$ cat config.mk
export PLATFORM = sky130hd
export DESIGN_NAME = alu_mul_sequencer
export DESIGN_NICKNAME = d
export VERILOG_FILES = /design/src/rtl/alu_mul_sequencer.sv
export SDC_FILE = /design/constraint.sdc
export NUM_CORES = 1
export LEC_CHECK = 0
export CAP_MARGIN = 25
export CORE_UTILIZATION = 40
export DETAILED_ROUTE_END_ITERATION = 12
export HOLD_SLACK_MARGIN = 0.12
export PLACE_DENSITY = 0.74
export SETUP_SLACK_MARGIN = 0.3
export SLEW_MARGIN = 20
export SYNTH_ARGS = -nofsm -noshare
export SYNTH_HDL_FRONTEND = slang
export SYNTH_SLANG_ARGS = --single-unit
$ cat constraint.sdc
create_clock -name clk -period 2 [get_ports clk]
set_input_delay 0.5 -clock clk [delete_from_list [all_inputs] [get_ports clk]]
set_output_delay 0.5 -clock clk [all_outputs]
set_load 0.01 [all_outputs]
$ cat src/rtl/alu_mul_sequencer.sv
// ============================================================================
// Module   : alu_mul_sequencer
// Purpose  : Shift-and-add unsigned multiplier that time-shares an external
//            combinational ALU; returns the low product bits plus overflow.
// Revision : 1.0
// ============================================================================
`default_nettype none

module alu_mul_sequencer #(
  parameter int         WIDTH  = 16,
  parameter logic [3:0] OP_ADD = 4'h0,
  parameter logic [3:0] OP_SHL = 4'h3,
  parameter logic [3:0] OP_SHR = 4'h4
) (
  input  logic             clk,
  input  logic             rst_n,
  input  logic             req_valid,
  output logic             req_ready,
  input  logic [WIDTH-1:0] req_a,
  input  logic [WIDTH-1:0] req_b,
  output logic             resp_valid,
  input  logic             resp_ready,
  output logic [WIDTH-1:0] resp_product,
  output logic             resp_overflow,
  output logic [WIDTH-1:0] alu_a,
  output logic [WIDTH-1:0] alu_b,
  output logic [3:0]       alu_opcode,
  input  logic [WIDTH-1:0] alu_r,
  input  logic             alu_cout
);

  localparam logic [2:0] S_IDLE  = 3'd0;
  localparam logic [2:0] S_CHECK = 3'd1;
  localparam logic [2:0] S_ADD   = 3'd2;
  localparam logic [2:0] S_SHL   = 3'd3;
  localparam logic [2:0] S_SHR   = 3'd4;
  localparam logic [2:0] S_DONE  = 3'd5;

  logic [2:0]       r_state;
  logic [2:0]       w_state_nxt;
  logic [WIDTH-1:0] r_acc;
  logic [WIDTH-1:0] r_mcand;
  logic [WIDTH-1:0] r_mplier;
  logic             r_ovf;
  logic             r_mc_hi;
  logic             r_resp_valid;
  logic [WIDTH-1:0] r_resp_product;
  logic             r_resp_overflow;
  logic [WIDTH-1:0] r_alu_a;
  logic [WIDTH-1:0] r_alu_b;
  logic [3:0]       r_alu_opcode;
  logic [WIDTH-1:0] w_alu_a_nxt;
  logic [WIDTH-1:0] w_alu_b_nxt;
  logic [3:0]       w_alu_op_nxt;

  always_comb begin
    w_state_nxt = r_state;
    case (r_state)
      S_IDLE:  if (req_valid) w_state_nxt = S_CHECK;
      S_CHECK: begin
        if (r_mplier == '0)   w_state_nxt = S_DONE;
        else if (r_mplier[0]) w_state_nxt = S_ADD;
        else                  w_state_nxt = S_SHL;
      end
      S_ADD:   w_state_nxt = S_SHL;
      S_SHL:   w_state_nxt = S_SHR;
      S_SHR:   w_state_nxt = S_CHECK;
      S_DONE:  if (resp_ready) w_state_nxt = S_IDLE;
      default: w_state_nxt = S_IDLE;
    endcase
  end

  // Operands are registered on entry to a micro-op state; the source registers
  // are never modified by the state being left, so current values are correct.
  always_comb begin
    w_alu_a_nxt  = '0;
    w_alu_b_nxt  = '0;
    w_alu_op_nxt = OP_ADD;
    case (w_state_nxt)
      S_ADD: begin
        w_alu_a_nxt = r_acc;
        w_alu_b_nxt = r_mcand;
      end
      S_SHL: begin
        w_alu_a_nxt  = r_mcand;
        w_alu_b_nxt  = WIDTH'(1);
        w_alu_op_nxt = OP_SHL;
      end
      S_SHR: begin
        w_alu_a_nxt  = r_mplier;
        w_alu_b_nxt  = WIDTH'(1);
        w_alu_op_nxt = OP_SHR;
      end
      default: ;
    endcase
  end

  always_ff @(posedge clk or negedge rst_n) begin
    if (!rst_n) begin
      r_state         <= S_IDLE;
      r_acc           <= '0;
      r_mcand         <= '0;
      r_mplier        <= '0;
      r_ovf           <= 1'b0;
      r_mc_hi         <= 1'b0;
      r_resp_valid    <= 1'b0;
      r_resp_product  <= '0;
      r_resp_overflow <= 1'b0;
      r_alu_a         <= '0;
      r_alu_b         <= '0;
      r_alu_opcode    <= OP_ADD;
    end else begin
      r_state      <= w_state_nxt;
      r_alu_a      <= w_alu_a_nxt;
      r_alu_b      <= w_alu_b_nxt;
      r_alu_opcode <= w_alu_op_nxt;
      case (r_state)
        S_IDLE: begin
          if (req_valid) begin
            r_mcand  <= req_a;
            r_mplier <= req_b;
            r_acc    <= '0;
            r_ovf    <= 1'b0;
            r_mc_hi  <= 1'b0;
          end
        end
        S_CHECK: begin
          if (r_mplier == '0) begin
            r_resp_valid    <= 1'b1;
            r_resp_product  <= r_acc;
            r_resp_overflow <= r_ovf;
          end
        end
        // mc_hi flags a multiplicand bit shifted past the top; any later add
        // of that multiplicand means the true product overflowed.
        S_ADD: begin
          r_acc <= alu_r;
          r_ovf <= r_ovf | alu_cout | r_mc_hi;
        end
        S_SHL: begin
          r_mcand <= alu_r;
          r_mc_hi <= r_mc_hi | r_mcand[WIDTH-1];
        end
        S_SHR: r_mplier <= alu_r;
        S_DONE: if (resp_ready) r_resp_valid <= 1'b0;
        default: ;
      endcase
    end
  end

  assign req_ready     = (r_state == S_IDLE);
  assign resp_valid    = r_resp_valid;
  assign resp_product  = r_resp_product;
  assign resp_overflow = r_resp_overflow;
  assign alu_a         = r_alu_a;
  assign alu_b         = r_alu_b;
  assign alu_opcode    = r_alu_opcode;

endmodule

`default_nettype wire

==> summary.txt <==
Final layout
  – Ratio of cells with drive above 1 in the final layout: a little over a quarter
  – Design area: about 6700 um^2
  – Antenna Diode Count: 0
  – Relative area change from synthesis to final layout: 54.95%
  – Core occupancy in the finished layout: between 60 and 70%
  – Number of nets in the layout: between 600 and 700

Synth
  – Synth async-reset ratio: 100.0%
  – Xor/xnor cell area share of the yosys netlist: 0%
  – Top cell type by total area after synthesis: dfrtp_1
  – Commonest cells post-synth: dfrtp_1 (105), nand2_1 (80), o21ai_0 (50)
  – Most instantiated library cell after synthesis: dfrtp_1
  – Number of unique standard cell types used by synthesis: 33
  – Largest family of logic cells by synthesized area: simple AND/OR/NAND/NOR gates
  – Yosys reg bits: roughly 110
  – Synthesized-area fraction occupied by and/or/nand/nor cells: 14.25%
  – Ranking of synthesized cells by area: dfrtp_1 (60%), mux2i_1 (7.6%), nand2_1 (6.9%)
  – Number of warnings issued by yosys: 0
  – Dominant synthesized flop cell: dfrtp_1
  – Net count after synthesis: about 460
  – Number of flops mapped to enable cells by yosys: 0
  – Synth top area share: a little over 60%
  – Synthesized area per cell: between 10 and 15 um^2
  – Post-synthesis adder-cell area fraction: 0%
  – Multiplexer share of the synthesized area: roughly 12%
  – Netlist area before placement: roughly 4300 um^2
  – Post-synthesis compound-gate area fraction: 9.355%
  – Portion of the post-synthesis area used by sequential elements: about three fifths
  – Mapped Cells: between 400 and 500

Timing
  – Period minus WS final: roughly 1.9 ns
  – Max-slew headroom at the worst pin: 65.39%
  – Max Fclk: 527.4 MHz
  – Setup WS post-layout: slightly above 0.1 ns
  – Skew final: 0.009811 ns
  – RSZ-0062 raised after global routing: true
  – Final Hold Violating Endpoints: 0
  – Slew Viols, Final: 0
  – Worst Tran Pin Value: 0.5192 ns
  – Final setup fails: 0
  – Post-route fraction of the period consumed by the critical path: between 90% and 100%

Clock tree
  – Clock latency on the worst-skew pair: approximately 0.37 ns
  – Number of buffers inserted during clock tree synthesis: 9
  – Clock root cell: clkbuf_8
  – Clock H-tree levels: 3
  – Number of sinks driven by the clock tree: ~110
  – Post-CTS clock slew at the launch and capture registers of the worst setup and hold paths: ~0.090 ns
  – CTS tree: yes
  – Maximum count of clock buffers along a single path: 2

Drt
  – Vias after detailed routing: ~3,700
  – Total detailed-routing wirelength: between 10,000 and 15,000 um
  – Vias/cell: between 5 and 6
  – Antenna violation net count after detailed routing: 0
  – DRC violations left: 0
  – Routed length per instance: around 18 um
  – Detailed Routing Iterations Pass 1: 5
  – Detailed router's first-iteration violation count: approximately 180

Worst setup path
  – Critical path buffers and inverters: 1
  – Cell type of the slowest stage on the worst timing path: dfrtp_1
  – Launching element type of the critical path: register
  – Critical Path Sink Type: register
  – Worst-path cell chain: nor4_4, nand4_1, nor4_4, buf_4, mux2_2
  – Most common cell type on the critical path: nor4_4
  – Maximum fanout count along the critical path: 7
  – Crit path arrival time: 2.15 ns
  – Largest stage delay, worst path: 0.44 ns
  – Worst setup path category: reg2reg
  – Worst EP required: between 2 and 2.5 ns
  – Worst path top cell family by delay: simple AND/OR/NAND/NOR gates

Global route
  – Vias in the first global route: around 3,600
  – Maximum number of pins on one net before global-route repair: 40
  – First-pass GRT wire length: between 15,000 and 20,000 um
  – Overall global routing resource usage: between 20% and 30%
  – Initial antenna violation count: 0
  – GRT Residual Overflow: 0

Die
  – Initial Util: approximately two fifths
  – Die Area: 11,290 um^2
  – Die Span Y: ~110 um
  – Area of the placeable core: ~10,000 um^2
  – Num ports: 108
  – Number of core rows: 37
  – X dimension of the die: 106.2 um

Power and ir drop
  – Ratio of total power to cell area: approximately 1700 nW/um^2
  – Final total power: approximately 11,000 uW
  – Reported leakage power: ~0.0032 uW
  – Worst IR Drop VDD: about 940 uV

Placed design
  – Weighted congestion at the end of routability-driven global placement: 0.8221
  – Number of port buffers: approximately 110
  – Area after DPL: ~5800 um^2
  – HPWL reported at the end of detailed placement: roughly 7800 um
  – Minimum setup slack after placement: -0.3350 ns

Status
  – Outcome: completed

Job
  – Max-cap violation count: 0

Worst hold path
  – Min-delay worst type: reg2reg
[report_power, final]
group | switching [uW] | internal, uW | leakage [uW]
clock | 708 | 770 | 0.000115
sequential | 615 | 2880 | 0.00134
combinational | 3060 | 3320 | 0.00180
total | 4380 | 6960 | 0.00325
[registers in the layout (all words and copies together) (netlist names)]
signal / flops
alu_a: 16
alu_b: 16
alu_opcode: 2
r_acc: 16
r_mc_hi: 1
r_mcand: 16
r_mplier: 16
r_ovf: 1
r_state: 3
resp_overflow: 1
resp_product: 16
resp_valid: 1
[path summary, 6_finish.rpt]
path / startpoint / endpoint / slack [ns] / cells past startpoint
worst min-delay path: resp_valid$_DFFE_PN0P_ / resp_valid$_DFFE_PN0P_ / 0.50 / 1
max in group asynchronous: rst_n / resp_product[12]$_DFFE_PN0P_ / 0.78 / 3
min in group asynchronous: rst_n / alu_b[8]$_DFF_PN0_ / 0.65 / 2
worst min register to register: resp_valid$_DFFE_PN0P_ / resp_valid$_DFFE_PN0P_ / 0.50 / 1
worst max-delay path: r_mplier[11]$_DFFE_PN0P_ / resp_product[8]$_DFFE_PN0P_ / 0.10 / 5
worst max register to register: r_mplier[11]$_DFFE_PN0P_ / resp_product[8]$_DFFE_PN0P_ / 0.10 / 5
[kinds of logic (layout without fill, tap and decap cells)]
family          Yosys count  count (layout)
other cells               1               1
compound gates           74              74
flops                   105             105
simple gates            146             147
buf+inv                  32             183
mux                      50              50
[worst reg2reg max path, delay by kind of cell, from the launching register on]
| kind | cells | cell delay, ns |
|---|---|---|
| buffers and inverters | 1 | 0.24 |
| DFF | 1 | 0.44 |
| muxes | 1 | 0.35 |
| and+or+nand+nor | 3 | 0.77 |
[metrics by stage]
stage / hold WS, ns / cells / setup TNS, ns
floorplan: 0.2044 / 408 / 0
global placement: 0.4698 / 655 / -12.89
detailed placement: 0.4855 / 655 / -14.65
CTS: 0.4738 / 684 / 0
global route: 0.5159 / 696 / 0
finish: 0.5002 / 696 / 0
[layer usage]
| layer | track usage (%) | up-vias | routed length, um |
|---|---|---|---|
| li1 | - | 1681 | - |
| met1 | 25.58 | 1874 | 5067 |
| met2 | 36.64 | 138 | 6626 |
| met3 | 5.089 | 30 | 716 |
| met4 | 9.226 | 0 | 349 |
| met5 | 0 | - | 0 |
[final cells by class]
class	count	area [um^2]
Sequential cell	105	2629
Clock inverter	5	77.57
Multi-Input combinational cell	272	1909
Tap cell	136	170.2
Clock buffer	11	151.4
Fill cell	796	3681
Inverter	4	15.01
Timing Repair Buffer	163	1783
[what timing repair did]
action,4_1_cts,5_1_grt
setup endpoints to repair,156,86
hold buffers,1,0
setup buffers,8,6
resized for setup,122,73
pin swaps,33,8
gates cloned,4,6
endpoints found under the hold margin,34,0
[placed cells by master, fill, tap and decap left out, types with 3 or more instances in the layout]
cell,n
clkbuf_8,11
mux2i_1,21
buf_6,9
buf_12,15
nor2_1,33
mux2i_4,5
o22ai_2,5
buf_4,25
clkbuf_16,4
dfrtp_1,104
o22ai_1,11
clkdlybuf4s50_1,50
dlygate4sd2_1,54
nand2_1,79
buf_16,3
o21ai_2,15
mux2_2,17
o21ai_0,17
nor2_4,11
o21ai_1,19
nor2_2,5
mux2i_2,7
(Power assumes the default switching activity.)
